**src/rtl/cacheline_burst_adapter.sv**
```systemverilog
// Cache line <-> burst memory adapter.
// Accepts whole-line pmem read/write requests, runs a fixed-length burst of
// beats on the memory side and returns a single-cycle pmem_resp when the
// line has been fully transferred.
module cacheline_burst_adapter #(
   parameter int unsigned SLine   = 256,
   parameter int unsigned SBurst  = 64,
   parameter int unsigned SOffset = 5
) (
   input  logic              clk_i,
   input  logic              rst_i,
   input  logic              pmem_read_i,
   input  logic              pmem_write_i,
   input  logic [31:0]       pmem_address_i,
   input  logic [SLine-1:0]  pmem_wdata_i,
   output logic [SLine-1:0]  pmem_rdata_o,
   output logic              pmem_resp_o,
   output logic [31:0]       burst_address_o,
   output logic              burst_read_o,
   output logic              burst_write_o,
   output logic [SBurst-1:0] burst_wdata_o,
   input  logic [SBurst-1:0] burst_rdata_i,
   input  logic              burst_resp_i
);

   localparam int unsigned NumBeats = SLine / SBurst;
   localparam int unsigned CntW     = $clog2(NumBeats);
   localparam logic [CntW-1:0] LastCnt = CntW'(NumBeats - 1);

   typedef enum logic [1:0] {StIdle, StRead, StWrite, StResp} state_e;

   state_e            state_q;
   logic [CntW-1:0]   cnt_q;
   logic [SLine-1:0]  buf_q;
   logic [SLine-1:0]  buf_upd;
   logic [SLine-1:0]  pmem_rdata_q;
   logic [31:0]       burst_address_q;
   logic              pmem_resp_q;
   logic              burst_read_q;
   logic              burst_write_q;

   // Line buffer with the incoming read beat merged into slice cnt
   always_comb begin
      buf_upd = buf_q;
      buf_upd[cnt_q*SBurst +: SBurst] = burst_rdata_i;
   end

   // Transaction FSM: state, beat counter, line buffer and registered outputs
   always_ff @(posedge clk_i or posedge rst_i) begin
      if (rst_i) begin
         state_q         <= StIdle;
         cnt_q           <= '0;
         buf_q           <= '0;
         pmem_rdata_q    <= '0;
         burst_address_q <= '0;
         pmem_resp_q     <= 1'b0;
         burst_read_q    <= 1'b0;
         burst_write_q   <= 1'b0;
      end else begin
         pmem_resp_q <= 1'b0;
         case (state_q)
            StIdle: begin
               // Writeback wins over refill when both are requested
               if (pmem_write_i) begin
                  burst_address_q <= {pmem_address_i[31:SOffset], {SOffset{1'b0}}};
                  buf_q           <= pmem_wdata_i;
                  cnt_q           <= '0;
                  burst_write_q   <= 1'b1;
                  state_q         <= StWrite;
               end else if (pmem_read_i) begin
                  burst_address_q <= {pmem_address_i[31:SOffset], {SOffset{1'b0}}};
                  cnt_q           <= '0;
                  burst_read_q    <= 1'b1;
                  state_q         <= StRead;
               end
            end
            StRead: begin
               if (burst_resp_i) begin
                  buf_q <= buf_upd;
                  cnt_q <= cnt_q + CntW'(1);
                  if (cnt_q == LastCnt) begin
                     // Publish the full line on the same edge that raises pmem_resp
                     pmem_rdata_q <= buf_upd;
                     burst_read_q <= 1'b0;
                     pmem_resp_q  <= 1'b1;
                     state_q      <= StResp;
                  end
               end
            end
            StWrite: begin
               if (burst_resp_i) begin
                  cnt_q <= cnt_q + CntW'(1);
                  if (cnt_q == LastCnt) begin
                     burst_write_q <= 1'b0;
                     pmem_resp_q   <= 1'b1;
                     state_q       <= StResp;
                  end
               end
            end
            StResp: begin
               state_q <= StIdle;
            end
            default: begin
               state_q <= StIdle;
            end
         endcase
      end
   end

   assign pmem_rdata_o    = pmem_rdata_q;
   assign pmem_resp_o     = pmem_resp_q;
   assign burst_address_o = burst_address_q;
   assign burst_read_o    = burst_read_q;
   assign burst_write_o   = burst_write_q;
   assign burst_wdata_o   = buf_q[cnt_q*SBurst +: SBurst];

endmodule

```
**config.mk**
```make
export PLATFORM = sky130hd
export DESIGN_NAME = cacheline_burst_adapter
export DESIGN_NICKNAME = d
export VERILOG_FILES = /design/src/rtl/cacheline_burst_adapter.sv
export SDC_FILE = /design/constraint.sdc
export NUM_CORES = 1
export LEC_CHECK = 0
export CAP_MARGIN = 10
export CORE_AREA = 2 2 280 282
export CTS_CLUSTER_SIZE = 16
export DETAILED_ROUTE_END_ITERATION = 7
export DIE_AREA = 0 0 282 284
export GPL_TIMING_DRIVEN = 1
export MAX_ROUTING_LAYER = met4
export PLACE_DENSITY = 0.67
export SYNTH_ARGS = -nofsm -noshare
export SYNTH_HDL_FRONTEND = slang
export SYNTH_SLANG_ARGS = --single-unit
```
**constraint.sdc**
```tcl
create_clock -name clk_i -period 41.8 [get_ports clk_i]
set_input_delay 8.36 -clock clk_i [delete_from_list [all_inputs] [get_ports clk_i]]
set_output_delay 8.36 -clock clk_i [all_outputs]
set_load 0.02 [all_outputs]
```
# Word-level counts from Yosys, hierarchy flattened
# Index checks and enable logic that the tools add are counted.
# word_totals
reg_bits,551
elab_cells,65
in_bits,357
# classes
n_mux,25
n_addsub,2
n_eq_ne,14
shifts,3
reduce_logical,13
# op_table
op,count
256-bit 2-to-1 mux,2
256-bit case mux with 2 select lines,1
256-bit bitwise mux,1
"64-bit by 34-bit variable shift with 256-bit output, first input constant",1
256-bit by 9-bit variable part select with 64-bit output,1
64-bit by 34-bit variable part select with 256-bit output,1
32-bit 2-to-1 mux,2
8-bit negator with 34-bit output,1
2-bit 2-to-1 mux,7
"2-bit inequality test, second input constant",7
3-bit AND reduction,4
1-bit 2-to-1 mux,8
2-bit nonzero test,4
"2-bit equality test, second input constant",3
2-bit case mux with 3 select lines,1
5-bit AND reduction,1
"2-bit by 1-bit inequality test with 1-bit output, second input constant",2
1-bit case mux with 2 select lines,2
2-bit case mux with 2 select lines,1
4-bit AND reduction,1
"3-bit inequality test, second input constant",1
"2-bit by 1-bit adder with 2-bit output, second input constant",1
"2-bit by 1-bit equality test with 1-bit output, second input constant",1
2-bit zero test,1
2 further kinds,2

# Logic depth before layout (Yosys ltp)
# depth
word_depth,5
depth_mapped,10
depth_no_buf,6

# Worst setup path before layout
# No wires, ideal clock.
# synth_path
path_kind,reg-to-output
startpoint,reg cnt_q[0]
endpoint,out burst_wdata_o[0]
arrival_time_ns,1.720
stages_incl_launch_ff,5
required_time_ns,33.440
setup_slack_ns,31.720
cell_sequence,dfrtp_1 buf_2 buf_2 buf_2 mux4_2
# synth_via
elab_chain_cells,1
# synth_lines
item,line,rtl
"start, declared",33,logic [CntW-1:0] cnt_q;
"start signal, assigned",80,cnt_q <= cnt_q + CntW'(1);
"start signal, assigned",92,cnt_q <= cnt_q + CntW'(1);
256-bit by 9-bit variable part select with 64-bit output,115,assign burst_wdata_o = buf_q[cnt_q*SBurst +: SBurst];
"end, declared",21,"output logic [SBurst-1:0] burst_wdata_o,"
# Every way passes these cells.

# Final worst setup path
# layout_path
startpoint,reg cnt_q[0]
endpoint,out burst_wdata_o[31]
# The elaborated chain is that of the path after synthesis.

==> run_results.csv <==
group,metric,value,unit
timing,period_needed,12170,ps
cts,clock-sinks,546,
timing,hold_viol,0,
global_route,grt_usage,0.2823,
placement,post-place-ws,29820,ps
floorplanning,die_w,282,um
timing,worst_slack,29630,ps
critical_path,start_kind,"register",
detailed_routing,wl_per_cell,25.37,um
critical_path,crit_slowest_cell,"dfrtp_4",
cts,insertion_delay,610,ps
floorplanning,fp.dieH,284,um
floorplanning,die-area,80090,um2
cells_and_area,drive_above_1_share,0.07502,
cts,post_cts_resized,0,
cts,cts_tree,"yes",
timing,slew_headroom,0.1761,
cts,post_cts_buffers,0,
timing,worstMarginPinSlew,1236,ps
critical_path,worstSetupPathType,"register to primary output",
critical_path,setup.worst_path.start,"cnt_q[0]$_DFFE_PP0P_",
synthesis,ys_seq_area_frac,0.5042,
cells_and_area,nets,3678,
critical_path,rr_worst_depth,8,
global_route,grt_pass1_vias,24806,
critical_path,crit_path_max_fanout,41,
timing,setup_viol,0,
critical_path,cp.required,33440,ps
cts,ctsLongestPathBuffers,3,
outcome,status,"complete, no violations",
critical_path,crit_path_end_kind,"primary output",
cts,cts_hold_buf,0,
synthesis,synth_cells,2779,
global_route,antenna_found_initial,31,
floorplanning,core,76960,um2
timing,setup_tns,0,ps
synthesis,yosys_warnings,0,
detailed_routing,dr_wl_met3,9.697,mm
critical_path,r2r_start,"cnt_q[1]$_DFFE_PP0P_",
cells_and_area,final_cell_mix,"700 x clkdlybuf4s50_1, 544 x dfrtp_1, 336 x o21ai_0, 291 x nand2_1, 194 x nor2b_1",
detailed_routing,drtIter0Drc,2068,
cts,path_clk_slew,60,ps
global_route,grt_pass1_wl,165.0,mm
power,finalPower,2.959,mW
detailed_routing,first_pass_iters,5,
run,drv_cap,0,
detailed_routing,drtAntennaViolNets,0,
floorplanning,pin_count,712,
floorplanning,fp-row-count,102,
cts,cts-root-buf,"clkbuf_16",
cells_and_area,area_growth,36.00,%
min_path,hp-start,"pmem_rdata_o[82]$_DFFE_PP0P_",
power,p_per_area,80.29,nW/um2
timing,fmax,82.19,MHz
placement,place_congestion,0.8685,
critical_path,critPathArrivalTime,3810,ps
cts,cts_made_buffers,67,
timing,period_share,0.2911,
floorplanning,start_util,0.3521,
cells_and_area,final_common_cell,"clkdlybuf4s50_1",
timing,slew_viol_final,0,
detailed_routing,wl_met2,51.78,mm
global_route,grt_max_degree,253,
power,total_leakage_power,15.40,nW
synthesis,synth_cell_types,41,
min_path,whs_path_depth,2,
global_route,gr-total-overflow,0,
detailed_routing,viasPerCell,5.780,
detailed_routing,drt-met1-wl,45.10,mm
critical_path,slowest_delay,1070,ps
min_path,min_to,"pmem_rdata_o[82]$_DFFE_PP0P_",
timing,fin_skew,26.55,ps
timing,grt_setup_unrepaired,"false",
detailed_routing,drc,0,
min_path,hold_class,"register to register",
cells_and_area,final_core_util,0.4789,
cells_and_area,fill_cells,7219,
critical_path,rrSetupSlack,36610,ps
cts,htreeDepth,3,
detailed_routing,num_vias,25612,
critical_path,crit_chain,"buf_4 > mux4_2 > clkdlybuf4s50_1",
detailed_routing,top_layer_used,"met4",
critical_path,reg2reg_to,"buf_q[99]$_DFFE_PP0P_",
placement,io_buffers,701,
synthesis,synth-seq-cells,546,
detailed_routing,routed_wirelength,112.4,mm
synthesis,synth_area_per_cell,9.751,um2
synthesis,syn_area,27100,um2
placement,dp_hpwl,71.12,mm
power,peakVddDrop,57.71,uV
==> layout make-up <==
type	instances	area [um2]	share of cell area
Sequential cell	546	13670	0.3710
Multi-Input combinational cell	1909	12140	0.3293
Timing Repair Buffer	741	7352	0.1995
Clock buffer	106	2016	0.05470
Tap cell	1040	1301	0.03531
Inverter	46	183.9	0.004991
Clock inverter	11	113.9	0.003090
Antenna cell	32	80.08	0.002173
==> sequential cells by signal, indices dropped and copies added, names as in the netlist <==
signal           cells
buf_q              256
burst_address_o     27
burst_read_o         1
burst_write_o        1
cnt_q                2
pmem_rdata_o       256
pmem_resp_o          1
state_q              2
==> report_power, final <==
group / internal [mW] / total [mW] / switching (mW)
registers: 0.740 / 0.902 / 0.162
clock network: 0.332 / 0.576 / 0.243
logic: 0.629 / 1.48 / 0.853
==> worst max path at each step <==
stage                                          endpoint  slack, ps  cells after the start
after floorplan                    buf_q[0]$_DFFE_PP0P_      18180                      1
after global placement    pmem_rdata_o[153]$_DFFE_PP0P_      29870                      7
after detailed placement  pmem_rdata_o[153]$_DFFE_PP0P_      29820                      7
after CTS                             burst_wdata_o[31]      29540                      3
after global routing                  burst_wdata_o[31]      29450                      3
final                                 burst_wdata_o[31]      29630                      3
==> synthesized netlist by cell type, drive strengths merged <==
library cell | instances | share of area
dfrtp | 546 | 0.50
conb | 1 | 0.00014
or3 | 1 | 0.00023
nand2b | 3 | 0.00069
nor2b | 195 | 0.045
o21bai | 1 | 0.00028
mux4 | 64 | 0.053
nor3b | 2 | 0.00055
a211oi | 128 | 0.036
a22oi | 91 | 0.025
o21ai | 354 | 0.066
o22ai | 64 | 0.015
a221oi | 37 | 0.012
buf | 130 | 0.025
and4b | 1 | 0.00037
ha | 10 | 0.0046
and2 | 1 | 0.00023
nor4 | 1 | 0.00023
and3 | 1 | 0.00023
inv | 46 | 0.0064
mux2 | 27 | 0.011
nand3 | 5 | 0.0011
a21oi | 170 | 0.031
nand2 | 292 | 0.040
a31oi | 191 | 0.044
mux2i | 1 | 0.00037
nor2 | 131 | 0.018
nor3 | 2 | 0.00078
a21o | 130 | 0.036
o31ai | 1 | 0.00028
clkbuf | 152 | 0.021
==> worst max-delay path: cells and delay by family, from the launching register on <==
family / cells / cell delay, ps
muxes: 1 / 590
buffers and inverters: 2 / 1430
DFF: 1 / 1070
==> through the flow <==
step | instances | hold slack [ps] | instance area, um2
2_1_floorplan | 2783 | 458.6 | 27110
3_3_place_gp | 4282 | 461.8 | 34640
3_5_place_dp | 4282 | 469.1 | 34640
4_1_cts | 4399 | 481.9 | 36770
5_1_grt | 4429 | 499.8 | 36850
6_report | 4431 | 474.3 | 36850
==> cells by family (layout without fill, tap and decap cells) <==
| family | count (synthesis) | after routing | synth area share |
|---|---|---|---|
| multiplexers | 92 | 92 | 0.06478 |
| AND/OR/NAND/NOR | 635 | 635 | 0.1083 |
| AO/OA/AOI/OAI | 1167 | 1167 | 0.2656 |
| buffers and inverters | 328 | 904 | 0.05232 |
| flip-flops | 546 | 546 | 0.5042 |
| adder cells (fa/ha/maj) | 10 | 10 | 0.004617 |
| other | 1 | 37 | 0.0001384 |
==> per-layer routing <==
| layer | up-vias | global-route usage |
|---|---|---|
| li1 | 11224 | - |
| met1 | 12654 | 0.3602 |
| met3 | 334 | 0.05648 |
| met4 | 0 | 0.1448 |
| met2 | 1400 | 0.4246 |
| met5 | - | - |
Note: power is estimated with default switching activity, not from simulation.
